$ cat src/rtl/mu_afeser.sv
// APB-programmed serial frame engine for an AFE: a word FIFO feeds an LSB-first
// shifter driving sck/sdata/sl, plus a programmable-width sync pulse.
module mu_afeser #(
    parameter int FIFO_DEPTH = 4,
    parameter int DIV_W      = 8
) (
    input  logic        clk,
    input  logic        rst_n,
    input  logic [31:0] s_apb_paddr,
    input  logic        s_apb_psel,
    input  logic        s_apb_penable,
    input  logic        s_apb_pwrite,
    input  logic [31:0] s_apb_pwdata,
    output logic        s_apb_pready,
    output logic [31:0] s_apb_prdata,
    output logic        afe_rst,
    output logic        afe_sync,
    output logic        afe_sdata,
    output logic        afe_sl,
    output logic        afe_sck,
    output logic        irq
);
    localparam int         AW      = $clog2(FIFO_DEPTH);
    localparam logic [4:0] DEPTH_L = 5'(FIFO_DEPTH);

    typedef enum logic [2:0] {
        IDLE   = 3'd0,
        SETUP  = 3'd1,
        SCK_HI = 3'd2,
        SCK_LO = 3'd3,
        LATCH  = 3'd4,
        SYNC   = 3'd5
    } state_t;

    state_t           r_state;
    state_t           w_state_nx;
    logic             r_rst_lvl;
    logic             r_sync_req;
    logic [DIV_W-1:0] r_div_cfg;
    logic [4:0]       r_len_cfg;
    logic [DIV_W-1:0] r_div;
    logic [DIV_W:0]   r_hcnt;
    logic [5:0]       r_bits;
    logic [31:0]      r_shift;
    logic [31:0]      r_mem [FIFO_DEPTH];
    logic [AW-1:0]    r_wptr;
    logic [AW-1:0]    r_rptr;
    logic [4:0]       r_level;
    logic             r_ovf;
    logic             r_sck;
    logic             r_sdata;
    logic             r_sl;
    logic             r_sync;
    logic             r_irq;
    logic [31:0]      r_prdata;

    logic        w_acc, w_wr, w_rd;
    logic [1:0]  w_sel;
    logic        w_wr_ctrl, w_wr_stat, w_wr_tx;
    logic        w_full, w_empty, w_busy;
    logic        w_push, w_pop, w_ovf_evt;
    logic        w_tick, w_sync_done, w_shifting;
    logic [DIV_W:0] w_lim;
    logic [31:0] w_shift_nx;
    logic [4:0]  w_level_nx;
    logic        w_ovf_nx;
    logic [31:0] w_ctrl_rd;
    logic [31:0] w_rd_data;
    logic        w_unused_addr;

    assign w_acc     = s_apb_psel & s_apb_penable;
    assign w_wr      = w_acc & s_apb_pwrite;
    assign w_rd      = w_acc & ~s_apb_pwrite;
    assign w_sel     = s_apb_paddr[3:2];
    assign w_wr_ctrl = w_wr & (w_sel == 2'd0);
    assign w_wr_stat = w_wr & (w_sel == 2'd1);
    assign w_wr_tx   = w_wr & (w_sel == 2'd2);
    assign w_unused_addr = ^{s_apb_paddr[31:4], s_apb_paddr[1:0]};

    assign w_full    = (r_level == DEPTH_L);
    assign w_empty   = (r_level == 5'd0);
    assign w_busy    = (r_state != IDLE);
    assign w_push    = w_wr_tx & ~w_full;
    assign w_ovf_evt = w_wr_tx & w_full;

    // Sync holds for two half-periods, every other state for one.
    assign w_lim  = (r_state == SYNC) ? {r_div, 1'b1} : {1'b0, r_div};
    assign w_tick = (r_hcnt == w_lim);

    assign s_apb_pready = 1'b1;
    assign s_apb_prdata = r_prdata;
    assign afe_rst      = r_rst_lvl;
    assign afe_sync     = r_sync;
    assign afe_sdata    = r_sdata;
    assign afe_sl       = r_sl;
    assign afe_sck      = r_sck;
    assign irq          = r_irq;

    // Next-state decode; frames are held back while the AFE is kept in reset.
    always_comb begin
        w_state_nx  = r_state;
        w_pop       = 1'b0;
        w_sync_done = 1'b0;
        case (r_state)
            IDLE: begin
                if (r_sync_req) begin
                    w_state_nx = SYNC;
                end else if (!w_empty && !r_rst_lvl) begin
                    w_pop      = 1'b1;
                    w_state_nx = SETUP;
                end else begin
                    w_state_nx = IDLE;
                end
            end
            SETUP:  if (w_tick) w_state_nx = SCK_HI; else w_state_nx = SETUP;
            SCK_HI: if (w_tick) w_state_nx = SCK_LO; else w_state_nx = SCK_HI;
            SCK_LO: begin
                if (!w_tick) begin
                    w_state_nx = SCK_LO;
                end else if (r_bits != 6'd1) begin
                    w_state_nx = SCK_HI;
                end else begin
                    w_state_nx = LATCH;
                end
            end
            LATCH:  if (w_tick) w_state_nx = IDLE; else w_state_nx = LATCH;
            SYNC: begin
                if (w_tick) begin
                    w_state_nx  = IDLE;
                    w_sync_done = 1'b1;
                end else begin
                    w_state_nx = SYNC;
                end
            end
            default: w_state_nx = IDLE;
        endcase
    end

    // Datapath next values: shifter, FIFO level, overflow flag and read mux.
    always_comb begin
        w_shift_nx = r_shift;
        w_level_nx = r_level;
        w_ovf_nx   = r_ovf;
        w_ctrl_rd  = 32'd0;
        w_rd_data  = 32'd0;
        if (w_pop) begin
            w_shift_nx = r_mem[r_rptr];
        end else if (r_state == SCK_HI && w_state_nx == SCK_LO) begin
            w_shift_nx = {1'b0, r_shift[31:1]};
        end else begin
            w_shift_nx = r_shift;
        end
        case ({w_push, w_pop})
            2'b10:   w_level_nx = r_level + 5'd1;
            2'b01:   w_level_nx = r_level - 5'd1;
            default: w_level_nx = r_level;
        endcase
        if (w_ovf_evt) begin
            w_ovf_nx = 1'b1;
        end else if (w_wr_stat && s_apb_pwdata[3]) begin
            w_ovf_nx = 1'b0;
        end else begin
            w_ovf_nx = r_ovf;
        end
        w_ctrl_rd[0]            = r_rst_lvl;
        w_ctrl_rd[1]            = r_sync_req;
        w_ctrl_rd[DIV_W+7:8]    = r_div_cfg;
        w_ctrl_rd[28:24]        = r_len_cfg;
        case (w_sel)
            2'd0:    w_rd_data = w_ctrl_rd;
            2'd1:    w_rd_data = {23'd0, r_level, r_ovf, w_empty, w_full, w_busy};
            default: w_rd_data = 32'd0;
        endcase
    end

    assign w_shifting = (w_state_nx == SETUP) || (w_state_nx == SCK_HI) ||
                        (w_state_nx == SCK_LO);

    // Control register and pending sync request; a new request wins over the clear.
    always_ff @(posedge clk or negedge rst_n) begin
        if (!rst_n) begin
            r_rst_lvl  <= 1'b0;
            r_sync_req <= 1'b0;
            r_div_cfg  <= '0;
            r_len_cfg  <= 5'd0;
        end else begin
            if (w_wr_ctrl) begin
                r_rst_lvl <= s_apb_pwdata[0];
                r_div_cfg <= s_apb_pwdata[DIV_W+7:8];
                r_len_cfg <= s_apb_pwdata[28:24];
            end
            if (w_wr_ctrl && s_apb_pwdata[1]) begin
                r_sync_req <= 1'b1;
            end else if (w_sync_done) begin
                r_sync_req <= 1'b0;
            end
        end
    end

    // FIFO storage carries no reset; validity is tracked by level and pointers.
    always_ff @(posedge clk) begin
        if (w_push) begin
            r_mem[r_wptr] <= s_apb_pwdata;
        end
    end

    // FIFO pointers, level and sticky overflow.
    always_ff @(posedge clk or negedge rst_n) begin
        if (!rst_n) begin
            r_wptr  <= '0;
            r_rptr  <= '0;
            r_level <= 5'd0;
            r_ovf   <= 1'b0;
        end else begin
            if (w_push) r_wptr <= r_wptr + AW'(1);
            if (w_pop)  r_rptr <= r_rptr + AW'(1);
            r_level <= w_level_nx;
            r_ovf   <= w_ovf_nx;
        end
    end

    // Engine state; div and len are captured when a frame or sync pulse starts.
    always_ff @(posedge clk or negedge rst_n) begin
        if (!rst_n) begin
            r_state <= IDLE;
            r_div   <= '0;
            r_hcnt  <= '0;
            r_bits  <= 6'd0;
            r_shift <= 32'd0;
        end else begin
            r_state <= w_state_nx;
            r_shift <= w_shift_nx;
            if (r_state == IDLE && w_state_nx != IDLE) r_div <= r_div_cfg;
            if (r_state == IDLE || w_state_nx != r_state) begin
                r_hcnt <= '0;
            end else begin
                r_hcnt <= r_hcnt + (DIV_W+1)'(1);
            end
            if (w_pop) begin
                r_bits <= (r_len_cfg == 5'd0) ? 6'd32 : {1'b0, r_len_cfg};
            end else if (r_state == SCK_LO && w_state_nx == SCK_HI) begin
                r_bits <= r_bits - 6'd1;
            end
        end
    end

    // Pin, interrupt and read-data registers, driven from next-cycle values.
    always_ff @(posedge clk or negedge rst_n) begin
        if (!rst_n) begin
            r_sck    <= 1'b0;
            r_sdata  <= 1'b0;
            r_sl     <= 1'b1;
            r_sync   <= 1'b0;
            r_irq    <= 1'b1;
            r_prdata <= 32'd0;
        end else begin
            r_sck    <= (w_state_nx == SCK_HI);
            r_sl     <= ~w_shifting;
            r_sdata  <= w_shifting ? w_shift_nx[0] : 1'b0;
            r_sync   <= (w_state_nx == SYNC);
            r_irq    <= ((w_level_nx == 5'd0) && (w_state_nx == IDLE)) || w_ovf_nx;
            r_prdata <= w_rd ? w_rd_data : 32'd0;
        end
    end
endmodule

$ cat config.mk
export PLATFORM = sky130hd
export DESIGN_NAME = mu_afeser
export DESIGN_NICKNAME = d
export VERILOG_FILES = /design/src/rtl/mu_afeser.sv
export SDC_FILE = /design/constraint.sdc
export NUM_CORES = 1
export LEC_CHECK = 0
export CAP_MARGIN = 0
export CORE_AREA = 2 2 143 145
export CTS_CLUSTER_DIAMETER = 60
export DETAILED_ROUTE_END_ITERATION = 10
export DIE_AREA = 0 0 145 147
export PLACE_DENSITY = 0.72
export SLEW_MARGIN = 30
export SYNTH_ARGS = -nofsm -noshare
export SYNTH_HDL_FRONTEND = slang
export SYNTH_SLANG_ARGS = --single-unit
export TNS_END_PERCENT = 1
$ cat constraint.sdc
create_clock -name clk -period 4.1 [get_ports clk]
set_clock_uncertainty 0.05 [all_clocks]
set_input_delay 0.615 -clock clk [delete_from_list [all_inputs] [get_ports clk]]
set_output_delay 0.615 -clock clk [all_outputs]
set_load 0.01 [all_outputs]
==> results of run 1 <==
-- layout make-up --
class / count / share of cell area (%)
clock inverters: 13 / 1.39
multi-input cells: 366 / 25.8
well taps: 270 / 2.92
flip-flops and latches: 237 / 56.8
clock buffers: 31 / 5.68
inverters: 16 / 0.519
repair buffers: 79 / 6.94
-- routing by layer --
layer,part of all wire (%),GRT usage (%),vias up
met3,5.0,3.11,34
met2,49,29.8,132
met1,44,23.3,2746
met4,2.5,5.40,0
li1,-,-,2523
met5,0,0,-
-- stage by stage --
stage	setup slack (ps)	power (W)	util, %	area [µm²]	instances
final	489	0.00709	58.4	11600	1012
after global routing	214	0.00747	58.4	11600	1012
after CTS	521	0.00716	58.3	11600	1012
after detailed placement	83.4	0.00490	54.2	10800	968
after global placement	166	0.00483	54.2	10800	968
after floorplan	323	0.00445	-	9830	662
-- cell families (layout without fill, tap and decap cells) --
| logic type | Yosys count | after routing | share of synthesized area (%) |
|---|---|---|---|
| compound gates | 73 | 73 | 4.46 |
| xor+xnor | 26 | 26 | 2.33 |
| fa+ha+maj | 10 | 10 | 1.28 |
| buf+inv | 59 | 139 | 2.87 |
| flops | 237 | 237 | 67.1 |
| mux | 91 | 91 | 13.7 |
| other cells | 2 | 12 | 0.0767 |
| simple gates | 154 | 154 | 8.18 |
-- power breakdown --
part,switching (W),internal [W]
Combinational,0.000716,0.000811
Clock,0.000857,0.00138
Sequential,0.000433,0.00289
-- registers in the layout, summed over array words and instances, names as in the netlist --
| register | cells |
|---|---|
| afe_rst | 1 |
| afe_sck | 1 |
| afe_sdata | 1 |
| afe_sl | 1 |
| afe_sync | 1 |
| irq | 1 |
| r_bits | 6 |
| r_div | 8 |
| r_div_cfg | 8 |
| r_hcnt | 9 |
| r_len_cfg | 5 |
| r_level | 5 |
| r_mem | 128 |
| r_ovf | 1 |
| r_rptr | 2 |
| r_shift | 32 |
| r_state | 3 |
| r_sync_req | 1 |
| r_wptr | 2 |
| s_apb_prdata | 21 |
-- synth_stat cells (2+ instances only) --
library cell  instances  area share [%]
a21oi_1               6            0.31
a222oi_1              3            0.31
a31oi_1               9            0.57
and2_1               25             1.6
buf_1                 3            0.11
buf_2                 3            0.15
buf_4                13             1.0
clkbuf_1             23            0.88
conb_1                2           0.077
dfrtp_1             107              27
dfstp_2               2            0.54
edfxtp_1            128              39
ha_1                 10             1.3
inv_1                15            0.57
mux2_2               23             2.6
mux2i_1              36             3.7
mux4_2               32             7.4
nand2_1              48             1.8
nand2b_1              3            0.19
nand3_1              14            0.72
nand3b_1              3            0.23
nor2_1               30             1.1
nor2b_1               2            0.13
nor3_1                6            0.31
o21a_1                2            0.15
o21ai_0              35             1.8
o21ai_1               8            0.41
o31ai_1               2            0.15
or2_2                 2            0.13
or3_1                 8            0.51
or4_1                 2            0.15
xnor2_1              13             1.2
xor2_1               13             1.2
-- worst min path at each step --
stage,from,endpoint,slack (ps)
after detailed placement,r_div[5]$_DFFE_PN0P_,r_div[5]$_DFFE_PN0P_,450
after floorplan,rst_n,afe_rst$_DFFE_PN0P_,270
after global placement,r_shift[31]$_DFFE_PN0P_,r_shift[31]$_DFFE_PN0P_,440
after global routing,rst_n,r_level[2]$_DFF_PN0_,200
final,rst_n,r_level[2]$_DFF_PN0_,130
after CTS,rst_n,r_level[2]$_DFF_PN0_,150
==> results.toml, run 1 <==
[outcome]
status = "complete, no violations"

[synth]
seq_area_frac_synth_pct = 67.1
synth_edf_count = 128
synth_area_um2 = 9790
ys_seq_elements = 237
yosysUniqueCellTypes = 54
async_reset_ff_share_pct = 46.0
ys.warnings.count = 0
synthFlopType = "edfxtp_1"
avgSynthCellArea_um2 = 15.0
synthCells = 652

[floorplanning]
core_um2 = 19800
start_util_pct = 49.4
dieArea_um2 = 21300
design.portCount = 108
rows = 52
die_x_um = 145
die_y_um = 147

[power]
power.density_nw_per_um2 = 612
leakagePower_nw = 4.58
ir_drop_uv = 350

[global_routing]
grt_pass1_wl_um = 29900
track_usage_pct = 17.5
antenna_found_initial = 0
grt_max_degree = 66
overflow = 0
grt_pass1_vias = 5721

[critical_path]
crit_type = "reg2reg"
cp_num_buf_inv = 1
cp-start-kind = "register"
path_cells = "nor4_1 -> nor2b_1 -> nor2_1 -> nand2_1 -> inv_1 -> ha_1 -> xor2_1 -> ha_1 -> a21oi_1 -> xnor2_1 -> nor2_1 -> xor2_1 -> or3_1 -> or3_1 -> o31ai_1"
rr_endpoint = "irq$_DFF_PN1_"
r2r-start = "r_level[1]$_DFF_PN0_"
cp-end-kind = "register"
cpPeakStageDelay_ps = 470
rrSetupSlack_ps = 490
cp_slowest_cell = "dfrtp_1"
path_delay_family = "simple AND/OR/NAND/NOR gates"
endpoint = "irq$_DFF_PN1_"
cp.depth = 15
required_ps = 4470
reg2regPathDepth = 15
worstPathMaxFanout = 8
setup.worst_path.start = "r_level[1]$_DFF_PN0_"
worstPathArrival_ps = 3980

[cells_and_area]
nNetsFinal = 803
multi_input_area_um2 = 2980
most-common-layout-cells = "128 x edfxtp_1, 105 x dfrtp_1, 64 x clkdlybuf4s50_1, 48 x nand2_1, 36 x mux2i_1"
fillCellCount = 1506
antenna_cells = 0
final_common_cell = "edfxtp_1"
area.sequential_um2 = 6580
area_growth_pct = 18.3
drive_gt1_share_pct = 16.3

[run]
drv_cap = 0

[clocking]
clk_latency_ps = 510
clockBufferDepth = 3
numCtsBuffers = 24
cts_tree = "yes"
post-cts-setup-buffers = 0
clkTransAtPathRegs_ps = 60
cts_resized = 0
cts_sinks = 237
postCtsHoldBufs = 0
htreeDepth = 1
cts_root_buffer = "clkbuf_16"

[place]
dpl.hpwl_um = 11700
io_buffers = 65
place_congestion = 0.830

[timing]
period_needed_ps = 3610
rsz0062_at_grt = "false"
relSlewSlack_pct = 44.7
whs_ps = 133
fin_crit_sh_pct = 88.1
worst_pin_slew_ps = 827
fmax_ghz = 0.277
setup_viol = 0
tns_ps = 0
hold_viol = 0
timing.final.max_slew_violations = 0

[detailed_routing]
first_iter_violations = 347
firstDrtPassIters = 6
vias = 5435
wl_per_cell_um = 18.0
vias_per_cell = 5.37
wl_um = 18200
antenna_left = 0
drc_errors = 0

[min_path]
min-delay-path-class = "in2async"
Power figures use the tool's default switching activity.
==> run 2: changes to the inputs <==
- CELL_PAD_IN_SITES_DETAIL_PLACEMENT: default -> 1
- CELL_PAD_IN_SITES_GLOBAL_PLACEMENT: default -> 1
- CORE_AREA: 2 2 143 145 -> 2 2 148 150
- DIE_AREA: 0 0 145 147 -> 0 0 150 152
- PLACE_DENSITY: 0.72 -> default
- PLACE_DENSITY_LB_ADDON: default -> 0.1
==> run 2 against run 1 <==
Power up 2.0%. Clock power up 4%. Register-to-register slack worse by 160 ps. Critical path type unchanged. Largest cell class unchanged. Largest power group unchanged.
==> results.toml, run 2 (same netlist as run 1, synthesis figures left out) <==
[global_routing]
antenna_found_initial = 2
track_usage_pct = 18.4
grt_pass1_vias = 5966
grt_max_degree = 110
grt_pass1_wl_um = 33100
overflow = 0

[power]
leakagePower_nw = 4.60
p_seq_share_pct = 45.8
switching_power_w = 0.00212
ir_drop_uv = 459
switching_share_pct = 29.3
p_clk_share_pct = 32.4
power.density_nw_per_um2 = 622
p_int_w = 0.00511
combPwrFrac_pct = 21.8

[detailed_routing]
drc_errors = 0
wl_um = 20200
wl_per_cell_um = 19.6
first_iter_violations = 254
antenna_left = 0
vias = 5501
firstDrtPassIters = 4
vias_per_cell = 5.35

[place]
place_congestion = 0.785
place_area_um2 = 10700
dpl.hpwl_um = 12400
io_buffers = 65

[timing]
hold_viol = 0
relSlewSlack_pct = 37.1
worst_pin_slew_ps = 940
rsz0062_at_grt = "false"
period_needed_ps = 3780
tns_ps = 0
setup_viol = 0
timing.final.max_slew_violations = 0
fin_crit_sh_pct = 92.1
fmax_ghz = 0.265

[cells_and_area]
regMostFlops = "r_mem"
area_growth_pct = 18.7
nNetsFinal = 807
multi_input_area_um2 = 2980
final_common_cell = "edfxtp_1"
most-common-layout-cells = "128 x edfxtp_1, 106 x dfrtp_1, 64 x clkdlybuf4s50_1, 48 x nand2_1, 36 x mux2i_1"
antenna_cells = 0
drive_gt1_share_pct = 17.1
largest_reg_flops = 128
design_area_um2 = 11600
fillCellCount = 2033
area.sequential_um2 = 6580

[critical_path]
cp-end-kind = "register"
cp-start-kind = "register"
worstPathArrival_ps = 4150
worstPathMaxFanout = 8
required_ps = 4480
cpPeakStageDelay_ps = 500
crit_type = "reg2reg"
path_cells = "nor4_1 -> and2_1 -> nor4b_1 -> inv_1 -> ha_1 -> xor2_1 -> ha_1 -> a21oi_1 -> xnor2_1 -> nor2_1 -> xor2_1 -> or3_1 -> or3_1 -> o31ai_1"
cp_slowest_cell = "nor4b_1"

[floorplanning]
die_x_um = 150
core_um2 = 21400
dieArea_um2 = 22800
rows = 54
die_y_um = 152
design.portCount = 108
start_util_pct = 45.9

[clocking]
clockBufferDepth = 3
cts_sinks = 237
numCtsBuffers = 26
cts_root_buffer = "clkbuf_16"
post-cts-setup-buffers = 0
cts_resized = 0
postCtsHoldBufs = 0
clk_latency_ps = 520
htreeDepth = 1
clkTransAtPathRegs_ps = 60
cts_tree = "yes"

[outcome]
status = "complete, no violations"

[min_path]
min-delay-path-class = "in2async"

[run]
drv_cap = 0
[run 2: area by class of cell]
| type | count | share of cell area, % |
|---|---|---|
| clock buffers | 35 | 6.41 |
| well taps | 280 | 3.01 |
| repair buffers | 81 | 6.72 |
| flip-flops and latches | 237 | 56.6 |
| clock inverters | 13 | 1.15 |
| multi-input cells | 366 | 25.6 |
| inverters | 16 | 0.517 |
[run 2: critical path: cells and delay by family (launching register included)]
family,cells,cell delay [ps]
compound gates,2,380
xor+xnor,3,470
fa+ha+maj,2,530
buf+inv,1,130
flops,1,490
simple gates,6,1620
[run 2: power groups by stage]
stage | clock network (W) | registers [W] | logic, W
floorplan | 0 | 0.00313 | 0.00132
global placement | 0 | 0.00334 | 0.00153
detailed placement | 0 | 0.00336 | 0.00159
CTS | 0.00240 | 0.00332 | 0.00161
global route | 0.00249 | 0.00338 | 0.00176
finish | 0.00234 | 0.00331 | 0.00158
[run 2: through the flow]
stage	total power, W	cells	hold WS, ps	utilization [%]	worst slack, ps
CTS	0.00733	1028	155	54.5	343
finish	0.00723	1028	114	54.5	324
detailed placement	0.00496	980	446	50.3	-35.9
global placement	0.00487	980	438	50.3	175
floorplan	0.00445	662	269	-	323
global route	0.00764	1028	186	54.5	68.4
[run 2: worst paths after layout]
path                                       from                        end  slack, ps  cells past startpoint
setup / recovery           r_level[1]$_DFF_PN0_              irq$_DFF_PN1_        320                     14
hold / removal                            rst_n    r_shift[14]$_DFFE_PN0P_        110                      2
setup reg to reg           r_level[1]$_DFF_PN0_              irq$_DFF_PN1_        320                     14
hold reg to reg                 r_ovf$_DFF_PN0_  s_apb_prdata[3]$_DFF_PN0_        450                      1
max in group asynchronous                 rst_n      r_rptr[0]$_DFFE_PN0N_       3380                      2
min in group clk                r_ovf$_DFF_PN0_  s_apb_prdata[3]$_DFF_PN0_        450                      1
[run 2: routing by layer]
metal,part of all wire [%],vias to the layer above,global-route usage [%]
met5,0.054,-,0
met3,3.6,33,2.94
met2,48,108,30.1
met4,2.0,2,4.36
met1,46,2833,26.1
li1,-,2525,-
==> run 3: changes to the inputs <==
- CTS_CLUSTER_DIAMETER: 60 -> 30
- SETUP_SLACK_MARGIN: default -> 0.4
==> run 3 against run 2 <==
Non-clock buffer count shrank 1. Largest cell class unchanged. Sequential cell count did not move. First-iteration DRC count down 2.0%. Register-to-register slack gained 300 ps. Global-route usage grew 0.64 points. Maximum frequency rose by 8.6%. Die area unchanged. Sequential power about the same. Power grew 21%. Cell count increased by 4.5%. Clock power up 65%. Clock-buffer cell count is 18 higher.
==> results.toml, run 3 (same netlist as run 1, synthesis figures left out) <==
[outcome]
status = "complete, no violations"

[floorplanning]
start_util_pct = 45.9
die_y_um = 152
core_um2 = 21400
dieArea_um2 = 22800
die_x_um = 150
rows = 54
design.portCount = 108

[clocking]
htreeDepth = 2
cts_resized = 1
cts_tree = "yes"
clkTransAtPathRegs_ps = 50
numCtsBuffers = 50
cts_root_buffer = "clkbuf_16"
clk_latency_ps = 550
clockBufferDepth = 3
post-cts-setup-buffers = 0
cts_sinks = 237
postCtsHoldBufs = 0

[power]
ir_drop_uv = 425
power.density_nw_per_um2 = 707
leakagePower_nw = 4.96

[detailed_routing]
wl_per_cell_um = 19.5
antenna_left = 0
firstDrtPassIters = 4
wl_um = 20900
first_iter_violations = 249
drc_errors = 0
vias = 5692
vias_per_cell = 5.30

[place]
place_area_um2 = 10700
dpl.hpwl_um = 12500
io_buffers = 65
place_congestion = 0.804
dp.cells = 979

[timing]
timing.final.max_slew_violations = 0
worst_pin_slew_ps = 968
fmax_ghz = 0.288
rsz0062_at_grt = "false"
relSlewSlack_pct = 35.0
setup_viol = 0
fin_crit_sh_pct = 84.8
hold_viol = 0
period_needed_ps = 3480
tns_ps = 0

[global_routing]
grtUsageMet3_pct = 3.54
busiest_layer = "met2"
grt_use_met2_pct = 32.0
grt_pass1_vias = 6460
grt_pass1_wl_um = 33900
antenna_found_initial = 0
met1_usage_pct = 24.8
track_usage_pct = 19.1
overflow = 0
grt_max_degree = 66

[cells_and_area]
layoutNonFillerInstCount = 1074
final_core_util_pct = 58.2
largest_reg_flops = 128
nNetsFinal = 830
drive_gt1_share_pct = 22.2
design_area_um2 = 12400
regMostFlops = "r_mem"
area_growth_pct = 26.9
final_common_cell = "edfxtp_1"
most-common-layout-cells = "128 x edfxtp_1, 105 x dfrtp_1, 64 x clkdlybuf4s50_1, 50 x clkbuf_16, 48 x nand2_1"

[min_path]
min-delay-path-class = "in2async"

[critical_path]
cp-end-kind = "register"
rrSetupSlack_ps = 620
setup.worst_path.start = "r_state[0]$_DFF_PN0_"
cp-start-kind = "register"
required_ps = 4500
rr_endpoint = "irq$_DFF_PN1_"
worstPathMaxFanout = 9
r2r-start = "r_state[0]$_DFF_PN0_"
reg2regPathDepth = 14
crit_type = "reg2reg"
worstPathArrival_ps = 3880

[run]
drv_cap = 0
==> run 3: cell count changes in the layout (fill, tap and decap cells not counted), moves of 2 or more <==
| cell | delta |
|---|---|
| clkbuf_16 | +23 |
| inv_6 | +7 |
| bufinv_16 | +2 |
| clkinvlp_4 | +7 |
| clkinv_4 | +2 |
| clkinv_1 | +4 |
| clkinv_2 | +5 |
| clkbuf_8 | -4 |
==> run 3: layout make-up <==
cell class / count / area, µm²
clock buffers: 53 / 1260
flip-flops and latches: 237 / 6580
multi-input cells: 366 / 3020
fillers: 2029 / 8920
clock inverters: 41 / 399
well taps: 280 / 350
repair buffers: 80 / 761
inverters: 16 / 60.1
diodes: 1 / 2.50
==> run 3: worst max-delay path by stage <==
stage	cells after the start	to	slack [ps]
after floorplan	18	irq$_DFF_PN1_	440
after global placement	14	irq$_DFF_PN1_	160
after detailed placement	14	irq$_DFF_PN1_	60
after CTS	15	irq$_DFF_PN1_	450
after global routing	15	irq$_DFF_PN1_	390
final	14	irq$_DFF_PN1_	620
==> run 3: power breakdown <==
group	internal (W)	switching, W	leakage [nW]	total, W
registers	0.00290	0.000415	2.53	0.00332
logic	0.000823	0.000793	1.64	0.00162
clock network	0.00251	0.00134	0.794	0.00385
total	0.00624	0.00254	4.96	0.00878
==> run 3: critical path, cell delays in order, from the launching register on <==
cell and delay (ps):
dfrtp_1 520, or3_1 440, nor2_1 130, nand2_1 100, clkinv_1 100, ha_2 250, xor2_1 170, ha_1 230
a21oi_2 50, xnor2_1 140, nor2_1 60, xor2_1 150, or3_1 400, or3_1 360, o31ai_1 220
==> run 3: layer usage <==
metal  share of wire, %  wire length [µm]  vias to the layer above
met1                 44              9110                     2938
met2                 50             10500                      108
met4                2.6               536                        0
met3                3.4               718                       47
met5                  0                 0                        -
li1                   -                 -                     2599
==> run 3: metrics by stage <==
stage	total power [W]	hold WS [ps]	worst slack, ps
2_1_floorplan	0.00445	269	444
3_3_place_gp	0.00486	439	163
3_5_place_dp	0.00495	446	58.5
4_1_cts	0.00886	128	451
5_1_grt	0.00923	154	392
6_report	0.00878	115	622
